[config.mk]
export PLATFORM = sky130hd
export DESIGN_NAME = avr_asm_enc
export DESIGN_NICKNAME = d
export VERILOG_FILES = /design/src/rtl/avr_asm_pkg.sv /design/src/rtl/avr_asm_enc_word.sv /design/src/rtl/avr_asm_enc.sv
export SDC_FILE = /design/constraint.sdc
export NUM_CORES = 1
export LEC_CHECK = 0
export CAP_MARGIN = 10
export CORE_MARGIN = 2
export CORE_UTILIZATION = 51
export CTS_CLUSTER_DIAMETER = 50
export CTS_CLUSTER_SIZE = 14
export DETAILED_ROUTE_END_ITERATION = 12
export GPL_ROUTABILITY_DRIVEN = 0
export PLACE_DENSITY = 0.88
export SLEW_MARGIN = 20
export SYNTH_ARGS = -nofsm -noshare
export SYNTH_HDL_FRONTEND = slang
export SYNTH_SLANG_ARGS = --single-unit
export TNS_END_PERCENT = 5
[constraint.sdc]
create_clock -name clk -period 2.8 [get_ports clk]
set_input_delay 0.28 -clock clk [delete_from_list [all_inputs] [get_ports clk]]
set_output_delay 0.28 -clock clk [all_outputs]
set_load 0.005 [all_outputs]
[src/rtl/avr_asm_pkg.sv]
// Shared types and constants for the AVR instruction encoder: mnemonics, error causes,
// opcode base words, SREG flag letters and field-packing helpers.
package avr_asm_pkg;

    typedef enum logic [5:0] {
        OP_NOP, OP_ADD, OP_ADC, OP_SUB, OP_SBC, OP_AND, OP_OR, OP_EOR, OP_MOV, OP_CP, OP_CPC,
        OP_MOVW, OP_LDI, OP_CPI, OP_SUBI, OP_SBCI, OP_ANDI, OP_ORI, OP_ADIW, OP_SBIW,
        OP_IN, OP_OUT, OP_SBI, OP_CBI, OP_RJMP, OP_RCALL, OP_BRBS, OP_BRBC, OP_BSET, OP_BCLR,
        OP_JMP, OP_CALL, OP_LDS, OP_STS, OP_RET,
        OP_LSL, OP_ROL, OP_TST, OP_CLR, OP_SEF, OP_CLF, OP_BRFS, OP_BRFC
    } op_t;

    typedef enum logic [2:0] {
        ERR_NONE      = 3'd0,
        ERR_RANGE_RD  = 3'd1,
        ERR_RANGE_K   = 3'd2,
        ERR_RANGE_OFS = 3'd3,
        ERR_ODD_REG   = 3'd4,
        ERR_BAD_OP    = 3'd5
    } err_t;

    localparam logic [15:0] OPC_ADD   = 16'h0C00;
    localparam logic [15:0] OPC_ADC   = 16'h1C00;
    localparam logic [15:0] OPC_SUB   = 16'h1800;
    localparam logic [15:0] OPC_SBC   = 16'h0800;
    localparam logic [15:0] OPC_AND   = 16'h2000;
    localparam logic [15:0] OPC_OR    = 16'h2800;
    localparam logic [15:0] OPC_EOR   = 16'h2400;
    localparam logic [15:0] OPC_MOV   = 16'h2C00;
    localparam logic [15:0] OPC_CP    = 16'h1400;
    localparam logic [15:0] OPC_CPC   = 16'h0400;
    localparam logic [15:0] OPC_MOVW  = 16'h0100;
    localparam logic [15:0] OPC_LDI   = 16'hE000;
    localparam logic [15:0] OPC_CPI   = 16'h3000;
    localparam logic [15:0] OPC_SUBI  = 16'h5000;
    localparam logic [15:0] OPC_SBCI  = 16'h4000;
    localparam logic [15:0] OPC_ANDI  = 16'h7000;
    localparam logic [15:0] OPC_ORI   = 16'h6000;
    localparam logic [15:0] OPC_ADIW  = 16'h9600;
    localparam logic [15:0] OPC_SBIW  = 16'h9700;
    localparam logic [15:0] OPC_IN    = 16'hB000;
    localparam logic [15:0] OPC_OUT   = 16'hB800;
    localparam logic [15:0] OPC_SBI   = 16'h9A00;
    localparam logic [15:0] OPC_CBI   = 16'h9800;
    localparam logic [15:0] OPC_RJMP  = 16'hC000;
    localparam logic [15:0] OPC_RCALL = 16'hD000;
    localparam logic [15:0] OPC_BRBS  = 16'hF000;
    localparam logic [15:0] OPC_BRBC  = 16'hF400;
    localparam logic [15:0] OPC_BSET  = 16'h9408;
    localparam logic [15:0] OPC_BCLR  = 16'h9488;
    localparam logic [15:0] OPC_JMP   = 16'h940C;
    localparam logic [15:0] OPC_CALL  = 16'h940E;
    localparam logic [15:0] OPC_LDS   = 16'h9000;
    localparam logic [15:0] OPC_STS   = 16'h9200;
    localparam logic [15:0] OPC_RET   = 16'h9508;

    // SREG bit n carries the letter in byte n: C Z N V S H T I
    localparam logic [63:0] SREG_LETTERS = "ITHSVNZC";

    function automatic logic [7:0] flag_letter(input logic [2:0] b);
        return SREG_LETTERS[{b, 3'b000} +: 8];
    endfunction

    function automatic logic [15:0] enc_rr(input logic [15:0] base, input logic [4:0] d,
                                           input logic [4:0] r);
        return base | {6'd0, r[4], d, r[3:0]};
    endfunction

    function automatic logic [15:0] enc_imm(input logic [15:0] base, input logic [3:0] d,
                                            input logic [7:0] k);
        return base | {4'd0, k[7:4], d, k[3:0]};
    endfunction

endpackage

[src/rtl/avr_asm_enc_word.sv]
// Combinational AVR word generation and legality check for one request.
// Define AVR_ASM_ALIAS_EN to accept the lsl/rol/tst/clr, se<f>/cl<f> and br<f>s/br<f>c aliases.
module avr_asm_enc_word
    import avr_asm_pkg::*;
(
    input  op_t         op,
    input  logic [4:0]  rd,
    input  logic [4:0]  rr,
    input  logic [2:0]  b,
    input  logic [21:0] k,
    output logic [15:0] w0,
    output logic [15:0] w1,
    output logic        two_word,
    output err_t        err_code
);

    logic k_gt31_s;
    logic k_gt63_s;
    logic k_gt255_s;
    logic ofs12_ok_s;
    logic ofs7_ok_s;
    err_t imm_err_s;
    err_t wide_err_s;

    assign k_gt31_s   = |k[21:5];
    assign k_gt63_s   = |k[21:6];
    assign k_gt255_s  = |k[21:8];
    // Signed offset fits when every bit above the field matches the field's sign bit
    assign ofs12_ok_s = (&k[21:11]) || !(|k[21:11]);
    assign ofs7_ok_s  = (&k[21:6]) || !(|k[21:6]);
    assign imm_err_s  = !rd[4] ? ERR_RANGE_RD : (k_gt255_s ? ERR_RANGE_K : ERR_NONE);
    assign wide_err_s = (rd[4:3] != 2'b11 || rd[0]) ? ERR_RANGE_RD
                      : (k_gt63_s ? ERR_RANGE_K : ERR_NONE);

    // Opcode field packing and range checks per mnemonic
    always_comb begin
        w0       = 16'h0000;
        w1       = 16'h0000;
        two_word = 1'b0;
        err_code = ERR_NONE;
        case (op)
            OP_NOP:  w0 = 16'h0000;
            OP_RET:  w0 = OPC_RET;
            OP_ADD:  w0 = enc_rr(OPC_ADD, rd, rr);
            OP_ADC:  w0 = enc_rr(OPC_ADC, rd, rr);
            OP_SUB:  w0 = enc_rr(OPC_SUB, rd, rr);
            OP_SBC:  w0 = enc_rr(OPC_SBC, rd, rr);
            OP_AND:  w0 = enc_rr(OPC_AND, rd, rr);
            OP_OR:   w0 = enc_rr(OPC_OR, rd, rr);
            OP_EOR:  w0 = enc_rr(OPC_EOR, rd, rr);
            OP_MOV:  w0 = enc_rr(OPC_MOV, rd, rr);
            OP_CP:   w0 = enc_rr(OPC_CP, rd, rr);
            OP_CPC:  w0 = enc_rr(OPC_CPC, rd, rr);
            OP_MOVW: begin
                w0       = OPC_MOVW | {8'h00, rd[4:1], rr[4:1]};
                err_code = (rd[0] || rr[0]) ? ERR_ODD_REG : ERR_NONE;
            end
            OP_LDI:  begin w0 = enc_imm(OPC_LDI, rd[3:0], k[7:0]);  err_code = imm_err_s; end
            OP_CPI:  begin w0 = enc_imm(OPC_CPI, rd[3:0], k[7:0]);  err_code = imm_err_s; end
            OP_SUBI: begin w0 = enc_imm(OPC_SUBI, rd[3:0], k[7:0]); err_code = imm_err_s; end
            OP_SBCI: begin w0 = enc_imm(OPC_SBCI, rd[3:0], k[7:0]); err_code = imm_err_s; end
            OP_ANDI: begin w0 = enc_imm(OPC_ANDI, rd[3:0], k[7:0]); err_code = imm_err_s; end
            OP_ORI:  begin w0 = enc_imm(OPC_ORI, rd[3:0], k[7:0]);  err_code = imm_err_s; end
            OP_ADIW: begin
                w0       = OPC_ADIW | {8'h00, k[5:4], rd[2:1], k[3:0]};
                err_code = wide_err_s;
            end
            OP_SBIW: begin
                w0       = OPC_SBIW | {8'h00, k[5:4], rd[2:1], k[3:0]};
                err_code = wide_err_s;
            end
            OP_IN: begin
                w0       = OPC_IN | {5'd0, k[5:4], rd, k[3:0]};
                err_code = k_gt63_s ? ERR_RANGE_K : ERR_NONE;
            end
            OP_OUT: begin
                w0       = OPC_OUT | {5'd0, k[5:4], rr, k[3:0]};
                err_code = k_gt63_s ? ERR_RANGE_K : ERR_NONE;
            end
            OP_SBI: begin
                w0       = OPC_SBI | {8'h00, k[4:0], b};
                err_code = k_gt31_s ? ERR_RANGE_K : ERR_NONE;
            end
            OP_CBI: begin
                w0       = OPC_CBI | {8'h00, k[4:0], b};
                err_code = k_gt31_s ? ERR_RANGE_K : ERR_NONE;
            end
            OP_RJMP: begin
                w0       = OPC_RJMP | {4'h0, k[11:0]};
                err_code = ofs12_ok_s ? ERR_NONE : ERR_RANGE_OFS;
            end
            OP_RCALL: begin
                w0       = OPC_RCALL | {4'h0, k[11:0]};
                err_code = ofs12_ok_s ? ERR_NONE : ERR_RANGE_OFS;
            end
            OP_BRBS: begin
                w0       = OPC_BRBS | {6'd0, k[6:0], b};
                err_code = ofs7_ok_s ? ERR_NONE : ERR_RANGE_OFS;
            end
            OP_BRBC: begin
                w0       = OPC_BRBC | {6'd0, k[6:0], b};
                err_code = ofs7_ok_s ? ERR_NONE : ERR_RANGE_OFS;
            end
            OP_BSET: w0 = OPC_BSET | {9'd0, b, 4'h0};
            OP_BCLR: w0 = OPC_BCLR | {9'd0, b, 4'h0};
            OP_JMP: begin
                w0       = OPC_JMP | {7'd0, k[21:17], 3'd0, k[16]};
                w1       = k[15:0];
                two_word = 1'b1;
            end
            OP_CALL: begin
                w0       = OPC_CALL | {7'd0, k[21:17], 3'd0, k[16]};
                w1       = k[15:0];
                two_word = 1'b1;
            end
            OP_LDS: begin
                w0       = OPC_LDS | {7'd0, rd, 4'h0};
                w1       = k[15:0];
                two_word = 1'b1;
            end
            OP_STS: begin
                w0       = OPC_STS | {7'd0, rr, 4'h0};
                w1       = k[15:0];
                two_word = 1'b1;
            end
`ifdef AVR_ASM_ALIAS_EN
            OP_LSL: w0 = enc_rr(OPC_ADD, rd, rd);
            OP_ROL: w0 = enc_rr(OPC_ADC, rd, rd);
            OP_TST: w0 = enc_rr(OPC_AND, rd, rd);
            OP_CLR: w0 = enc_rr(OPC_EOR, rd, rd);
            OP_SEF: w0 = OPC_BSET | {9'd0, b, 4'h0};
            OP_CLF: w0 = OPC_BCLR | {9'd0, b, 4'h0};
            OP_BRFS: begin
                w0       = OPC_BRBS | {6'd0, k[6:0], b};
                err_code = ofs7_ok_s ? ERR_NONE : ERR_RANGE_OFS;
            end
            OP_BRFC: begin
                w0       = OPC_BRBC | {6'd0, k[6:0], b};
                err_code = ofs7_ok_s ? ERR_NONE : ERR_RANGE_OFS;
            end
`endif
            default: err_code = ERR_BAD_OP;
        endcase
    end

endmodule

[src/rtl/avr_asm_enc.sv]
// AVR instruction encoder: request handshake, word sequencing FSM and word address counter.
// Alias mnemonics are accepted only when AVR_ASM_ALIAS_EN is defined.
module avr_asm_enc
    import avr_asm_pkg::*;
#(
    parameter int PAW  = 16,
    parameter int BASE = 0
) (
    input  logic           clk,
    input  logic           rst_n,
    input  logic           in_valid,
    output logic           in_ready,
    input  op_t            in_op,
    input  logic [4:0]     in_rd,
    input  logic [4:0]     in_rr,
    input  logic [2:0]     in_b,
    input  logic [21:0]    in_k,
    output logic           out_valid,
    input  logic           out_ready,
    output logic [15:0]    out_code,
    output logic [PAW-1:0] out_addr,
    output logic           out_last,
    output logic           err,
    output err_t           err_code
);

    typedef enum logic [1:0] {
        IDLE = 2'd0,
        W0   = 2'd1,
        W1   = 2'd2
    } state_t;

    state_t         state_r;
    state_t         state_s;
    logic [15:0]    w0_s;
    logic [15:0]    w1_s;
    logic           two_s;
    err_t           ecode_s;
    logic           legal_s;
    logic           accept_s;
    logic           out_hs_s;
    logic [15:0]    code_r;
    logic [15:0]    w1_r;
    logic           last_r;
    logic           two_r;
    logic           run_r;
    logic           err_r;
    err_t           err_code_r;
    logic [PAW-1:0] addr_r;

    avr_asm_enc_word u_word (
        .op       (in_op),
        .rd       (in_rd),
        .rr       (in_rr),
        .b        (in_b),
        .k        (in_k),
        .w0       (w0_s),
        .w1       (w1_s),
        .two_word (two_s),
        .err_code (ecode_s)
    );

    assign legal_s   = (ecode_s == ERR_NONE);
    assign accept_s  = in_valid && in_ready;
    assign out_valid = (state_r != IDLE);
    assign out_hs_s  = out_valid && out_ready;
    assign out_code  = code_r;
    assign out_addr  = addr_r;
    assign out_last  = last_r;
    assign err       = err_r;
    assign err_code  = err_code_r;

    // A new request may enter only when the held word is the instruction's last and leaves now
    always_comb begin
        in_ready = 1'b0;
        if (!run_r) begin
            in_ready = 1'b0;
        end else if (state_r == IDLE) begin
            in_ready = 1'b1;
        end else begin
            in_ready = out_ready && last_r;
        end
    end

    // Next-state logic for word sequencing
    always_comb begin
        state_s = state_r;
        case (state_r)
            IDLE: begin
                if (accept_s && legal_s) state_s = W0;
                else                     state_s = IDLE;
            end
            W0: begin
                if (!out_hs_s)                state_s = W0;
                else if (two_r)               state_s = W1;
                else if (accept_s && legal_s) state_s = W0;
                else                          state_s = IDLE;
            end
            W1: begin
                if (!out_hs_s)                state_s = W1;
                else if (accept_s && legal_s) state_s = W0;
                else                          state_s = IDLE;
            end
            default: state_s = IDLE;
        endcase
    end

    // State register
    always_ff @(posedge clk) begin
        if (!rst_n) state_r <= IDLE;
        else        state_r <= state_s;
    end

    // Held words, address counter and error pulse
    always_ff @(posedge clk) begin
        if (!rst_n) begin
            code_r     <= 16'h0000;
            w1_r       <= 16'h0000;
            last_r     <= 1'b0;
            two_r      <= 1'b0;
            run_r      <= 1'b0;
            err_r      <= 1'b0;
            err_code_r <= ERR_NONE;
            addr_r     <= PAW'(BASE);
        end else begin
            run_r      <= 1'b1;
            err_r      <= 1'b0;
            err_code_r <= ERR_NONE;
            if (out_hs_s) addr_r <= addr_r + {{(PAW-1){1'b0}}, 1'b1};
            if (accept_s) begin
                if (legal_s) begin
                    code_r <= w0_s;
                    w1_r   <= w1_s;
                    two_r  <= two_s;
                    last_r <= !two_s;
                end else begin
                    err_r      <= 1'b1;
                    err_code_r <= ecode_s;
                end
            end else if (out_hs_s && state_r == W0 && two_r) begin
                code_r <= w1_r;
                last_r <= 1'b1;
            end
        end
    end

endmodule

==> run summary <==
For this design, the CTS-stage hold fixing added 0 buffers. The first routing iteration left 749 violations. For this design the top-level I/O count stands at 84. On the worst path, the slowest cell contributes a delay of 580 ps.

sky130_fd_sc_hd__dfxtp_1 takes more of the synthesized area than any other cell. The highest signal layer in the routed design was met4. The highest net fanout along the worst path is 6.

The clock reaches the later pin of the worst-skew pair after 350 ps. The post-synthesis simple-gate area fraction is 0.270. The run gives 6070 um as the met2 wire length. Share of synthesized cell area in full adder, half adder and majority cells: 0.00332. Post-synthesis compound-gate area fraction: 0.288. Detailed routing placed a total of 1600 um of wire on met3. In this run, synthesis produced a sequential element count of 57.

The floorplan has 31 rows. The kind of cell with the highest combined delay along the critical path is simple AND/OR/NAND/NOR gates. The total standard cell area after synthesis was 0.00377 mm2. The flow ran to the end, and the final reports show no timing, DRC or antenna violations.

IR analysis of the VDD net gives a maximum drop of 0.310 mV. The H-tree generated during clock tree synthesis spans 3 levels. The HPWL after detailed placement came out at 9990 um. The worst setup path is captured at a register. Number of flops mapped to enable cells by yosys: 0.

Clock tree synthesis found a total of 57 sinks. In the layout the commonest cells are sky130_fd_sc_hd__clkdlybuf4s50_1, sky130_fd_sc_hd__buf_4, sky130_fd_sc_hd__dfxtp_1. The number of antenna violations at the first check in global routing was 0. By area the synthesized netlist is led by sky130_fd_sc_hd__dfxtp_1, sky130_fd_sc_hd__a21oi_1, sky130_fd_sc_hd__nand2_1. Setup repair after global routing left no endpoint under its margin. The worst slew margin relative to its limit was 0.508; the actual slew at the worst max-slew pin was 734 ps. The floorplan step defined a core boundary enclosing 0.00721 mm2. The run gives 0 as the number of resized instances in the post-cts repair step. The share of flip-flops with an asynchronous set or reset was 0; the setup skew after layout was 8.64 ps. TritonCTS built the clock tree.

In this run the deepest clock path goes through 2 buffers. The share of post-route cells with drive strength above 1 was 0.155. Data on the critical path arrives at its endpoint at 2950 ps. In the final design database the tool counted 655 nets. The count of buffers inserted at the top-level ports was 83. The library cell appearing most often on the critical path is sky130_fd_sc_hd__or3_1.

The wire length per cell works out to 18.9 um. The startpoint identified for the worst register-to-register timing path is state_r[1]$_SDFF_PN0_. The final layout contains routed wiring with a total length of 13500 um. The predominant post-synthesis flop cell was sky130_fd_sc_hd__dfxtp_1.

Antenna diode count: 0. The worst register-to-register path has a setup slack of 590 ps. In this run the vertical extent of the chip is 90.0 um. The sequential fraction of the synthesis area was 0.303. The layout has 557 filler cells. After detailed routing, the number of vias per cell comes to 6.51. Count of cells along the worst register-to-register path: 6.

When the netlist entered floorplanning its net count stood at 537. Clock transition at the registers of the reported paths: 60 ps. The total vias in the final route was 4645; the count of buffering cells on the critical path with inverters included was 1. The worst setup path is launched from an input port. Data on the critical path is required at its endpoint by 3070 ps. The max capacitance violation total was 0. Global routing finished with a remaining overflow of 0. The pre-CTS setup slack came out at -242 ps. The highest achievable clock rate is 373 MHz. Walking the worst path, the cells encountered are clkdlybuf4s50_1 -> or3_1 -> or3_1 -> o31a_1 -> or4_4 -> or4_1 -> a21oi_1. The number of buffers inserted during clock tree synthesis came out at 9. The clock tree root driver cell is sky130_fd_sc_hd__clkbuf_8. The post-synthesis mux area share came out at 0.0511.

The post-synthesis cell count was 491. The dominant combinational cell family by area after synthesis was compound AO/OA/AOI/OAI gates. Hold timing on the final database bottoms out at a slack of 459 ps. Entering global routing, the biggest net connects 28 pins.

Along the worst hold path, the cell count comes to 2. The Yosys step of the flow raised 0 warnings. The worst hold path belongs to the class reg -> reg.

The setup path with the least slack is of type in -> reg. The least setup slack across all paths after layout is 122 ps. After clock tree synthesis, the setup repair step added 0 buffers.

The time the worst path needs with I/O delays and setup works out to 2680 ps. The commonest non-fill, non-tap cell in the layout is sky130_fd_sc_hd__clkdlybuf4s50_1. For the hold violation count in the final report, the log shows 0. On the critical path, the stage with the largest delay is an instance of sky130_fd_sc_hd__or4_4.

After detailed routing, the wire length on met1 is 5000 um. The first global-routing pass estimated 21500 um of wire. In this run the critical register-to-register path is captured at out_code[13]$_SDFFE_PN0P_.

The number of search-and-repair iterations in the first detailed-routing pass was 9. Number of max-slew violations in the final report: 0. The global router's overall resource usage came out at 0.328. The share of the synthesized netlist area taken by xor and xnor gates is 0.0325, and the width of the chip is 90.0 um. The tools report the number of instances in the placed design as 697. Once detail routing completed, the nets flagged for antenna violations numbered 0. The die covers 0.00809 mm2. The fraction of post-synthesis cell area in the top cell type by area is 0.303.

The worst hold path terminates at out_code[9]$_SDFFE_PN0P_. In the routed design, unresolved DRC markers number 0. Yosys mapped the design onto 66 distinct sky130hd cell types.

The final cycle utilization of the critical path was 0.956; the layout overhead on the synthesized area was 39.9%. Number of global-route vias before repair: 4419. A synthesized cell averages 7.68 um2. The tools report the effective utilization at floorplan as 0.522. The startpoint identified for the worst hold timing path is out_code[9]$_SDFFE_PN0P_. The tools report the final count of negative-setup-slack endpoints as 0. The cell leakage power is 1.94 nW, and the non-filler instance count after layout is 713. Power spread over the standard cell area amounts to 387 mW/mm2.
[worst min-delay path, delay by kind of cell, from the launching register on]
kind          cells  cell delay (ps)
flops             1              310
simple gates      1               50
mux               1               50
[per-layer routing]
metal / track usage / vias to the layer above
li1: - / 2087
met1: 0.381 / 2105
met2: 0.544 / 354
met3: 0.0947 / 99
met4: 0.178 / 0
met5: 0 / -
[metrics by stage]
| step | area, um2 | total power, mW | TNS [ps] | utilization |
|---|---|---|---|---|
| after CTS | 5270 | 2.03 | 0 | 0.730 |
| final | 5270 | 2.04 | 0 | 0.731 |
| after detailed placement | 5070 | 1.28 | -2670 | 0.703 |
| after global routing | 5270 | 2.11 | 0 | 0.731 |
| after floorplan | 3770 | 1.05 | 0 | - |
| after global placement | 5070 | 1.27 | -1030 | 0.703 |
[cell usage after synthesis, types with 5 or more instances]
cell type                  number
sky130_fd_sc_hd__dfxtp_1       57
sky130_fd_sc_hd__nand2_1       46
sky130_fd_sc_hd__a21oi_1       40
sky130_fd_sc_hd__nor2_1        37
sky130_fd_sc_hd__o21ai_0       33
sky130_fd_sc_hd__clkbuf_1      30
sky130_fd_sc_hd__mux2i_1       17
sky130_fd_sc_hd__nand4b_1      17
sky130_fd_sc_hd__inv_1         12
sky130_fd_sc_hd__nand3_1       12
sky130_fd_sc_hd__a221oi_1      11
sky130_fd_sc_hd__nand2b_1      11
sky130_fd_sc_hd__nor3_1        10
sky130_fd_sc_hd__and2_1         9
sky130_fd_sc_hd__a31oi_1        8
sky130_fd_sc_hd__a211oi_1       7
sky130_fd_sc_hd__a22oi_1        7
sky130_fd_sc_hd__xnor2_1        7
sky130_fd_sc_hd__xor2_1         7
sky130_fd_sc_hd__buf_1          6
sky130_fd_sc_hd__nand4_1        6
sky130_fd_sc_hd__or4_1          6
sky130_fd_sc_hd__nor2b_1        5
[worst max path at each step]
stage	slack, ps	depth (start not counted)	startpoint	to
floorplan	220	7	in_k[8]	state_r[0]$_SDFF_PN0_
global placement	-190	7	in_k[8]	w1_r[5]$_SDFFE_PN0P_
detailed placement	-240	9	in_k[8]	out_code[6]$_SDFFE_PN0P_
CTS	140	9	in_k[8]	out_code[6]$_SDFFE_PN0P_
global route	20	7	in_k[8]	w1_r[5]$_SDFFE_PN0P_
finish	120	7	in_k[8]	w1_r[5]$_SDFFE_PN0P_
[area by class of cell]
class,count,area [um2],area share
clock buffers,11,141,0.0268
flip-flops and latches,57,1140,0.216
multi-input cells,383,2450,0.465
clock inverters,5,55.1,0.0104
repair buffers,146,1320,0.250
well taps,99,124,0.0235
inverters,12,45.0,0.00854
[power breakdown]
group | total, mW | internal (mW) | switching [mW]
combinational | 0.446 | 0.210 | 0.237
sequential | 0.831 | 0.823 | 0.00876
clock | 0.765 | 0.431 | 0.333
[logic make-up after synthesis]
kind of cell | count (synthesis)
XOR/XNOR | 14
AO/OA/AOI/OAI | 162
adder cells (fa/ha/maj) | 1
buffers and inverters | 51
AND/OR/NAND/NOR | 187
flip-flops | 57
multiplexers | 19
[registers in the layout, summed over array words and instances, names as in the netlist]
register	cells
out_addr	16
out_code	16
w1_r	16
err_code	3
state_r	2
err	1
out_last	1
run_r	1
two_r	1
(Power assumes the default switching activity.)
